--- config.mk ---
export PLATFORM = sky130hd
export DESIGN_NAME = mult_arbiter_flat
export DESIGN_NICKNAME = d
export VERILOG_FILES = /design/src/rtl/mult_arbiter_pkg.sv /design/src/rtl/mult_arbiter_if.sv /design/src/rtl/mult_arbiter_core.sv /design/src/rtl/mult_arbiter.sv /design/src/flat_wrapper.sv
export SDC_FILE = /design/constraint.sdc
export NUM_CORES = 1
export LEC_CHECK = 0
export ABC_CLOCK_PERIOD_IN_PS = 8800
export BUFFER_PORTS_ARGS = -buffer_cell sky130_fd_sc_hd__buf_2
export CAP_MARGIN = 20
export CORE_MARGIN = 8
export CORE_UTILIZATION = 40
export CTS_CLUSTER_SIZE = 8
export DETAILED_ROUTE_END_ITERATION = 12
export PLACE_DENSITY = 0.62
export SYNTH_ARGS = -nofsm -noshare
export SYNTH_HDL_FRONTEND = slang
export SYNTH_SLANG_ARGS = --single-unit
--- constraint.sdc ---
create_clock -name iclk -period 8.8 [get_ports iclk]
set_input_delay 1.76 -clock iclk [delete_from_list [all_inputs] [get_ports iclk]]
set_output_delay 1.76 -clock iclk [all_outputs]
set_load 0.01 [all_outputs]
--- src/rtl/mult_arbiter_pkg.sv ---
// Shared types and constants for the mult_arbiter slice: FSM state encoding,
// requester-index width helper and default parameter values.
package mult_arb_pkg;

  localparam int DEF_WIDTH = 5;
  localparam int DEF_NREQ  = 4;
  localparam int DEF_LAT   = 1;

  typedef enum logic [1:0] {
    IDLE = 2'd0,
    CALC = 2'd1,
    DONE = 2'd2
  } state_e;

  // Requester-index width; a single requester still gets a 1-bit id.
  function automatic int idw(input int n);
    return (n > 1) ? $clog2(n) : 1;
  endfunction

endpackage

--- src/rtl/mult_arbiter_if.sv ---
// Operand-request and result handshake bundle between requesters/consumer
// (master side) and the shared-multiplier arbiter (slave side).
interface mult_arbiter_if
  import mult_arb_pkg::*;
#(
  parameter int WIDTH = DEF_WIDTH,
  parameter int NREQ  = DEF_NREQ
);
  localparam int IDW = idw(NREQ);

  logic [NREQ-1:0]       ireq_valid;
  logic [NREQ*WIDTH-1:0] ireq_a;
  logic [NREQ*WIDTH-1:0] ireq_b;
  logic [NREQ-1:0]       oreq_ready;
  logic [2*WIDTH-1:0]    ores;
  logic [IDW-1:0]        ores_id;
  logic                  ores_valid;
  logic                  ires_ready;
  logic                  obusy;

  modport master (
    output ireq_valid, ireq_a, ireq_b, ires_ready,
    input  oreq_ready, ores, ores_id, ores_valid, obusy
  );

  modport slave (
    input  ireq_valid, ireq_a, ireq_b, ires_ready,
    output oreq_ready, ores, ores_id, ores_valid, obusy
  );

endinterface

--- src/rtl/mult_arbiter_core.sv ---
// mult_core: unsigned WIDTH x WIDTH multiplier, product and valid appear LAT
// cycles after the istart cycle.
module mult_core
  import mult_arb_pkg::*;
#(
  parameter int WIDTH = DEF_WIDTH,
  parameter int LAT   = DEF_LAT
) (
  input  logic               iclk,
  input  logic               irst,
  input  logic [WIDTH-1:0]   ia,
  input  logic [WIDTH-1:0]   ib,
  input  logic               istart,
  output logic [2*WIDTH-1:0] ores,
  output logic               ovalid
);

  logic [2*WIDTH-1:0] prod_q [LAT];
  logic [LAT-1:0]     vld_q;
  logic [2*WIDTH-1:0] wa;
  logic [2*WIDTH-1:0] wb;

  // Widen before multiplying so the full 2*WIDTH product is kept.
  assign wa = {{WIDTH{1'b0}}, ia};
  assign wb = {{WIDTH{1'b0}}, ib};

  always_ff @(posedge iclk or posedge irst) begin
    if (irst) begin
      vld_q <= '0;
    end else begin
      vld_q[0] <= istart;
      for (int i = 1; i < LAT; i++) vld_q[i] <= vld_q[i-1];
    end
  end

  // NOTE: the product pipeline carries no reset; only the valid bits need
  // one, and leaving data unreset keeps it out of the reset tree.
  always_ff @(posedge iclk) begin
    prod_q[0] <= wa * wb;
    for (int i = 1; i < LAT; i++) prod_q[i] <= prod_q[i-1];
  end

  assign ores   = prod_q[LAT-1];
  assign ovalid = vld_q[LAT-1];

endmodule

--- src/rtl/mult_arbiter.sv ---
// Round-robin arbiter sharing one mult_core among NREQ requesters.
// Define MULT_ARB_FIXED_PRIO_EN for fixed priority (lowest index wins).
module mult_arbiter
  import mult_arb_pkg::*;
#(
  parameter int WIDTH = DEF_WIDTH,
  parameter int NREQ  = DEF_NREQ,
  parameter int LAT   = DEF_LAT
) (
  input  logic          iclk,
  input  logic          irst,
  mult_arbiter_if.slave bus
);

  localparam int IDW = idw(NREQ);
  localparam int CW  = (LAT > 1) ? $clog2(LAT) : 1;
  localparam logic [CW-1:0] CNT_LOAD = CW'(LAT - 1);

  state_e             state_q, state_d;
  logic [CW-1:0]      cnt_q, cnt_d;
  logic [IDW-1:0]     gid_q, gid_d;
  logic [IDW-1:0]     id_q, id_d;
  logic [2*WIDTH-1:0] res_q, res_d;

  logic               found;
  logic [IDW-1:0]     win;
  logic [WIDTH-1:0]   op_a, op_b;
  logic               core_start;
  logic [2*WIDTH-1:0] core_res;
  logic               core_valid;

`ifdef MULT_ARB_FIXED_PRIO_EN
  always_comb begin
    found = 1'b0;
    win   = '0;
    for (int i = NREQ - 1; i >= 0; i--) begin
      if (bus.ireq_valid[i]) begin
        found = 1'b1;
        win   = IDW'(i);
      end
    end
  end
`else
  logic [IDW-1:0]  ptr_q, ptr_d;
  logic [NREQ-1:0] rot;

  // Rotate so bit 0 is the requester at ptr; first set bit wins.
  always_comb begin
    rot   = NREQ'({bus.ireq_valid, bus.ireq_valid} >> ptr_q);
    found = 1'b0;
    win   = '0;
    for (int i = 0; i < NREQ; i++) begin
      if (!found && rot[i]) begin
        found = 1'b1;
        win   = IDW'((int'(ptr_q) + i) % NREQ);
      end
    end
  end
`endif

  always_comb begin
    op_a = '0;
    op_b = '0;
    for (int i = 0; i < NREQ; i++) begin
      if (win == IDW'(i)) begin
        op_a = bus.ireq_a[i*WIDTH +: WIDTH];
        op_b = bus.ireq_b[i*WIDTH +: WIDTH];
      end
    end
  end

  // NOTE: every signal written here gets a default first, so no path
  // through the case leaves one unassigned and no latch is inferred.
  always_comb begin
    state_d        = state_q;
    cnt_d          = cnt_q;
    gid_d          = gid_q;
    id_d           = id_q;
    res_d          = res_q;
    core_start     = 1'b0;
    bus.oreq_ready = '0;
`ifndef MULT_ARB_FIXED_PRIO_EN
    ptr_d          = ptr_q;
`endif
    case (state_q)
      IDLE: begin
        if (found && !irst) begin
          bus.oreq_ready = NREQ'(1) << win;
          core_start     = 1'b1;
          gid_d          = win;
          cnt_d          = CNT_LOAD;
          state_d        = CALC;
`ifndef MULT_ARB_FIXED_PRIO_EN
          ptr_d = (win == IDW'(NREQ - 1)) ? '0 : win + IDW'(1);
`endif
        end
      end
      CALC: begin
        if (cnt_q == '0) begin
          res_d   = core_res;
          id_d    = gid_q;
          state_d = DONE;
        end else begin
          cnt_d = cnt_q - CW'(1);
        end
      end
      DONE: begin
        if (bus.ires_ready) state_d = IDLE;
      end
      default: state_d = IDLE;
    endcase
  end

  // NOTE: state registers use non-blocking assignments so every flop samples
  // the pre-edge values; the comb block above uses blocking ones.
  always_ff @(posedge iclk or posedge irst) begin
    if (irst) begin
      state_q <= IDLE;
      cnt_q   <= '0;
      gid_q   <= '0;
      id_q    <= '0;
      res_q   <= '0;
`ifndef MULT_ARB_FIXED_PRIO_EN
      ptr_q   <= '0;
`endif
    end else begin
      state_q <= state_d;
      cnt_q   <= cnt_d;
      gid_q   <= gid_d;
      id_q    <= id_d;
      res_q   <= res_d;
`ifndef MULT_ARB_FIXED_PRIO_EN
      ptr_q   <= ptr_d;
`endif
    end
  end

  assign bus.ores       = res_q;
  assign bus.ores_id    = id_q;
  assign bus.ores_valid = (state_q == DONE);
  assign bus.obusy      = (state_q != IDLE);

  mult_core #(.WIDTH(WIDTH), .LAT(LAT)) u_core (
    .iclk   (iclk),
    .irst   (irst),
    .ia     (op_a),
    .ib     (op_b),
    .istart (core_start),
    .ores   (core_res),
    .ovalid (core_valid)
  );

  // The countdown and the core pipeline must agree on when the product lands.
  a_core_sync: assert property (@(posedge iclk) disable iff (irst)
    (state_q == CALC && cnt_q == '0) |-> core_valid);

endmodule

--- src/flat_wrapper.sv ---
// flat-port wrapper written by rule: the top's interface ports become plain ports
module mult_arbiter_flat import mult_arb_pkg::*;
#(
  parameter int WIDTH = DEF_WIDTH,
  parameter int NREQ  = DEF_NREQ,
  parameter int LAT   = DEF_LAT
)
  (iclk, irst, bus_ireq_valid, bus_ireq_a, bus_ireq_b, bus_ires_ready, bus_oreq_ready, bus_ores, bus_ores_id, bus_ores_valid, bus_obusy);
  mult_arbiter_if #(.WIDTH(WIDTH), .NREQ(NREQ)) bus_i ();
  input  logic iclk;
  input  logic irst;
  input wire logic [$bits(bus_i.ireq_valid)-1:0] bus_ireq_valid;
  input wire logic [$bits(bus_i.ireq_a)-1:0] bus_ireq_a;
  input wire logic [$bits(bus_i.ireq_b)-1:0] bus_ireq_b;
  input wire logic [$bits(bus_i.ires_ready)-1:0] bus_ires_ready;
  output wire logic [$bits(bus_i.oreq_ready)-1:0] bus_oreq_ready;
  output wire logic [$bits(bus_i.ores)-1:0] bus_ores;
  output wire logic [$bits(bus_i.ores_id)-1:0] bus_ores_id;
  output wire logic [$bits(bus_i.ores_valid)-1:0] bus_ores_valid;
  output wire logic [$bits(bus_i.obusy)-1:0] bus_obusy;
  assign bus_i.ireq_valid = bus_ireq_valid;
  assign bus_i.ireq_a = bus_ireq_a;
  assign bus_i.ireq_b = bus_ireq_b;
  assign bus_i.ires_ready = bus_ires_ready;
  assign bus_oreq_ready = bus_i.oreq_ready;
  assign bus_ores = bus_i.ores;
  assign bus_ores_id = bus_i.ores_id;
  assign bus_ores_valid = bus_i.ores_valid;
  assign bus_obusy = bus_i.obusy;
  mult_arbiter #(.WIDTH(WIDTH), .NREQ(NREQ), .LAT(LAT)) u_core (.iclk(iclk), .irst(irst), .bus(bus_i));
endmodule
==> parameters.txt <==
Parameter                              Value

Status
  Outcome ... finished, final reports clean

STA
  Max frequency ... 150 MHz
  Slew at the pin closest to its max-slew limit ... 0.691 ns
  Post-route clock period utilization ... approximately three quarters
  Worst path setup slack after routing ... 2.15 ns
  Final clock skew ... around 0.0036 ns
  Unrepaired setup endpoints after global routing ... no
  Relative slew slack ... 53.9%
  Final Setup Violations ... 0
  Aggregate negative setup slack ... 0 ns
  Min Tclk post-route ... ~6.7 ns
  Number of pins with negative max-slew slack in the final report ... 0
  Hold violation count in the final report ... 0

Clock network
  Clock tree root buffer cell ... sky130_fd_sc_hd__clkbuf_8
  H-tree levels ... 1
  TritonCTS clock tree ... done
  Number of buffers created by CTS ... 3
  Clk slew on worst S/H paths ... 0.09 ns
  Sinks on the clock net ... 28
  Count of instances resized after the clock tree is built ... 0
  CTS max path bufs ... 2
  Clock insertion delay at the later pin of the skew report ... 0.26 ns
  Count of hold-fix buffers inserted at cts ... 0
  Setup fix buffers added after clock tree synthesis ... 0

GRT
  Global-route wire length before repair ... 8710 µm
  Total Routing Usage GR ... about an eighth
  Largest net degree at the start of global routing ... 52
  Met3 track utilization from global routing ... approximately 3.5%
  Fraction of met2 tracks used by global routing ... 19.6%
  Antenna violations before repair ... 0
  GR Layer Usage met1 ... 15.3%
  Busiest metal layer after global routing ... met2
  Global-route congestion overflow total ... 0
  Number of global-route vias before repair ... a little under 2000

Floorplanning
  Ports placed on the boundary ... 65
  Die outline height ... between 90 and 100 µm
  Die outline area ... 8200 µm²
  Starting density of the core ... 40.9%
  CORE AREA ... 5440 µm²
  Row count ... 27
  Horizontal die dimension ... between 90 and 100 µm

Route
  Number of detailed-routing iterations run before antenna repair ... 4
  Total wire length after detailed routing ... 5050 µm
  Count of vias placed by the detailed router ... between 1500 and 2000
  1st-iter DRT viols ... 42
  Routed wire length per instance ... 14.0 µm
  Post-detailed-route count of antenna-violating nets ... 0
  DRC violations left ... 0
  Via count normalized by instance count ... 5.29

Yosys
  Number of distinct library cell variants in the gate-level netlist after synthesis ... 38
  Number of standard cells after synthesis ... ~230
  Nets in the synthesized netlist ... just over 300
  Netlist area before placement ... 2220 µm²
  Count of yosys warnings during synthesis ... 0
  Number of synthesized register bits ... 28
  Mean instance size in the synthesized netlist ... between 9 and 10 µm²
  Post-synthesis sequential area ratio ... 29.2%

Layout
  Final core utilization ... around half
  Number of nets at the end of the flow ... around 370
  Synth-to-Final Area Change ... 19.3%
  Number of diodes added for antenna fixing ... 0
  Post-layout instance area ... 2660 µm²
  Share of layout cells above drive strength 1 ... 32.9%

Worst setup path
  Maximum fanout encountered on the critical timing path ... 16
  WS Path Type ... in -> reg
  CP Data Required Time ... 9.01 ns
  Logic depth of the worst register-to-register path ... 19
  Critical Path AT ... just under 7 ns
  Ordered cell list for the critical path ... buf_2 -> mux2i_1 -> nor2_1 -> a311oi_2 -> ha_1 -> nand3b_1 -> a21oi_1 -> a21oi_1 -> nor3_1 -> a31oi_1 -> fa_1 -> fa_1 -> fa_1 -> inv_1 -> ha_1 -> nor2b_1 -> o21ai_0 -> nand2b_1 -> a2111oi_0 -> nand3b_1
  Type of destination of the critical path ... flip-flop
  Worst reg2reg setup slack ... 3.23 ns
  Crit-path most repeated cell ... sky130_fd_sc_hd__fa_1
  Dominant delay contributor by cell family on the critical path ... adder cells
  Nature of the critical path startpoint ... primary input
  Cell with the biggest individual delay on the critical path ... sky130_fd_sc_hd__ha_1
  Startpoint of the worst register-to-register path ... u_core.ptr_q[1]
  WP buf/inv ... 2
  Worst path max stage delay ... 0.56 ns
  RR Endpoint ... u_core.u_core.prod_q[0][8]

Place
  Placed Area ... between 2000 and 3000 µm²
  Setup slack at placement ... about 1.9 ns
  Final HPWL DP ... 4230 µm
  Routability congestion estimate from global placement ... slightly above 0.9
  Port-buffer cells ... 64

Hold path
  Tightest Hold Check Type ... reg -> reg
  Origin of the worst min-delay path ... u_core.u_core.prod_q[0][3]
  Hold Path Depth ... 1
  Worst hold endpoint ... u_core.bus.ores[3]

Flow run
  Max-cap violations ... 0

Power
  Internal Power ... 490 µW
  Worst vdd rail ir drop ... 116 µV
  Static leakage ... around 0.0013 µW
  Total power density per cell area ... between 300 and 400 nW/µm²
  Part of the total power dissipated in the clock network ... ~8.5%
  Combinational cell fraction of total power ... 67.6%
  Register share of total power ... between 20% and 30%
  Share of total power consumed by net switching ... 44.8%
  Switching component of the power ... slightly below 400 µW
## cell families after synthesis
| group | after synthesis | synth area share [%] |
|---|---|---|
| compound gates | 64 | 20.7 |
| simple gates | 57 | 15.1 |
| flops | 28 | 29.2 |
| mux | 14 | 7.03 |
| buf+inv | 30 | 5.46 |
| xor+xnor | 5 | 1.97 |
| fa+ha+maj | 31 | 20.5 |
## how the worst max path moves through the flow
| stage | startpoint | end | cells after the start |
|---|---|---|---|
| 2_1_floorplan | bus_ireq_valid[2] | u_core.u_core.prod_q[0][8] | 20 |
| 3_3_place_gp | bus_ireq_valid[0] | u_core.u_core.prod_q[0][8] | 20 |
| 3_5_place_dp | bus_ireq_valid[0] | u_core.u_core.prod_q[0][8] | 20 |
| 4_1_cts | bus_ireq_valid[0] | u_core.u_core.prod_q[0][8] | 20 |
| 5_1_grt | bus_ireq_valid[0] | u_core.u_core.prod_q[0][8] | 20 |
| 6_report | bus_ireq_valid[0] | u_core.u_core.prod_q[0][8] | 20 |
## power groups by stage
stage,Clock [µW],Combinational [µW],Sequential [µW]
after floorplan,0,456,222
after global placement,0,595,214
after detailed placement,0,598,216
after CTS,77.9,608,213
after global routing,82.2,689,221
final,75.3,600,212
## state kept, by name (all words and copies together) (netlist names)
| name | count |
|---|---|
| u_core.ptr_q | 2 |
| u_core.state_q | 2 |
| u_core.bus.ores_id | 2 |
| u_core.gid_q | 2 |
| u_core.bus.ores | 10 |
| u_core.u_core.prod_q | 10 |
## layer usage
layer  share of wire [%]  vias up
met5                   0        -
met4                 1.8        0
met3                 7.6        6
met2                  45       60
met1                  46      878
li1                    -      966
## cell usage after synthesis
cell | number | area share [%]
sky130_fd_sc_hd__a2111oi_0 | 1 | 0.39
sky130_fd_sc_hd__a21o_1 | 2 | 0.67
sky130_fd_sc_hd__a21oi_1 | 12 | 2.7
sky130_fd_sc_hd__a21oi_2 | 2 | 0.79
sky130_fd_sc_hd__a221o_1 | 6 | 2.7
sky130_fd_sc_hd__a221oi_1 | 1 | 0.39
sky130_fd_sc_hd__a311oi_2 | 1 | 0.67
sky130_fd_sc_hd__a31oi_1 | 8 | 2.2
sky130_fd_sc_hd__and2_1 | 4 | 1.1
sky130_fd_sc_hd__buf_1 | 1 | 0.17
sky130_fd_sc_hd__buf_2 | 1 | 0.22
sky130_fd_sc_hd__buf_4 | 2 | 0.67
sky130_fd_sc_hd__clkbuf_1 | 5 | 0.84
sky130_fd_sc_hd__dfrtp_1 | 18 | 20
sky130_fd_sc_hd__dfxtp_1 | 10 | 9.0
sky130_fd_sc_hd__fa_1 | 9 | 8.1
sky130_fd_sc_hd__ha_1 | 22 | 12
sky130_fd_sc_hd__inv_1 | 21 | 3.5
sky130_fd_sc_hd__mux2_2 | 13 | 6.6
sky130_fd_sc_hd__mux2i_1 | 1 | 0.45
sky130_fd_sc_hd__nand2_1 | 6 | 1.0
sky130_fd_sc_hd__nand2b_1 | 5 | 1.4
sky130_fd_sc_hd__nand3_1 | 18 | 4.0
sky130_fd_sc_hd__nand3b_1 | 6 | 2.0
sky130_fd_sc_hd__nand4_1 | 1 | 0.28
sky130_fd_sc_hd__nor2_1 | 2 | 0.34
sky130_fd_sc_hd__nor2b_1 | 2 | 0.56
sky130_fd_sc_hd__nor2b_4 | 1 | 0.62
sky130_fd_sc_hd__nor3_1 | 9 | 2.0
sky130_fd_sc_hd__nor3_4 | 1 | 0.73
sky130_fd_sc_hd__nor4_2 | 1 | 0.56
sky130_fd_sc_hd__o21a_1 | 1 | 0.34
sky130_fd_sc_hd__o21ai_0 | 6 | 1.3
sky130_fd_sc_hd__o21ai_2 | 6 | 2.4
sky130_fd_sc_hd__o31ai_1 | 18 | 6.1
sky130_fd_sc_hd__or2_4 | 1 | 0.39
sky130_fd_sc_hd__xnor2_1 | 3 | 1.2
sky130_fd_sc_hd__xor2_1 | 2 | 0.79
## cell usage in the layout (no fill, tap or decap), types with 2 or more instances in the layout
cell type	count
sky130_fd_sc_hd__buf_2	64
sky130_fd_sc_hd__ha_1	22
sky130_fd_sc_hd__inv_1	21
sky130_fd_sc_hd__nand3_1	18
sky130_fd_sc_hd__o31ai_1	18
sky130_fd_sc_hd__dfrtp_1	18
sky130_fd_sc_hd__mux2_2	13
sky130_fd_sc_hd__a21oi_1	12
sky130_fd_sc_hd__dfxtp_1	10
sky130_fd_sc_hd__nor3_1	9
sky130_fd_sc_hd__fa_1	9
sky130_fd_sc_hd__a31oi_1	8
sky130_fd_sc_hd__nand2_1	6
sky130_fd_sc_hd__o21ai_0	6
sky130_fd_sc_hd__nand3b_1	6
sky130_fd_sc_hd__a221o_1	6
sky130_fd_sc_hd__o21ai_2	6
sky130_fd_sc_hd__nand2b_1	5
sky130_fd_sc_hd__and2_1	4
sky130_fd_sc_hd__clkbuf_8	4
sky130_fd_sc_hd__xnor2_1	3
sky130_fd_sc_hd__nor2_1	2
sky130_fd_sc_hd__a21oi_2	2
sky130_fd_sc_hd__a21o_1	2
sky130_fd_sc_hd__xor2_1	2
sky130_fd_sc_hd__nor2b_1	2
## final cells by class
type / instances / area [µm²]
Sequential cell: 28 / 651
Clock buffer: 4 / 55.1
Multi-Input combinational cell: 171 / 1450
Tap cell: 72 / 90.1
Inverter: 21 / 78.8
Fill cell: 527 / 2780
Timing Repair Buffer: 65 / 328
## stage by stage
stage	hold WS [ns]	power, µW	instances
final	0.463	888	361
after global routing	0.478	991	361
after CTS	0.469	899	361
after detailed placement	0.449	814	357
after global placement	0.444	809	357
after floorplan	0.440	679	229
(Power assumes the default switching activity.)
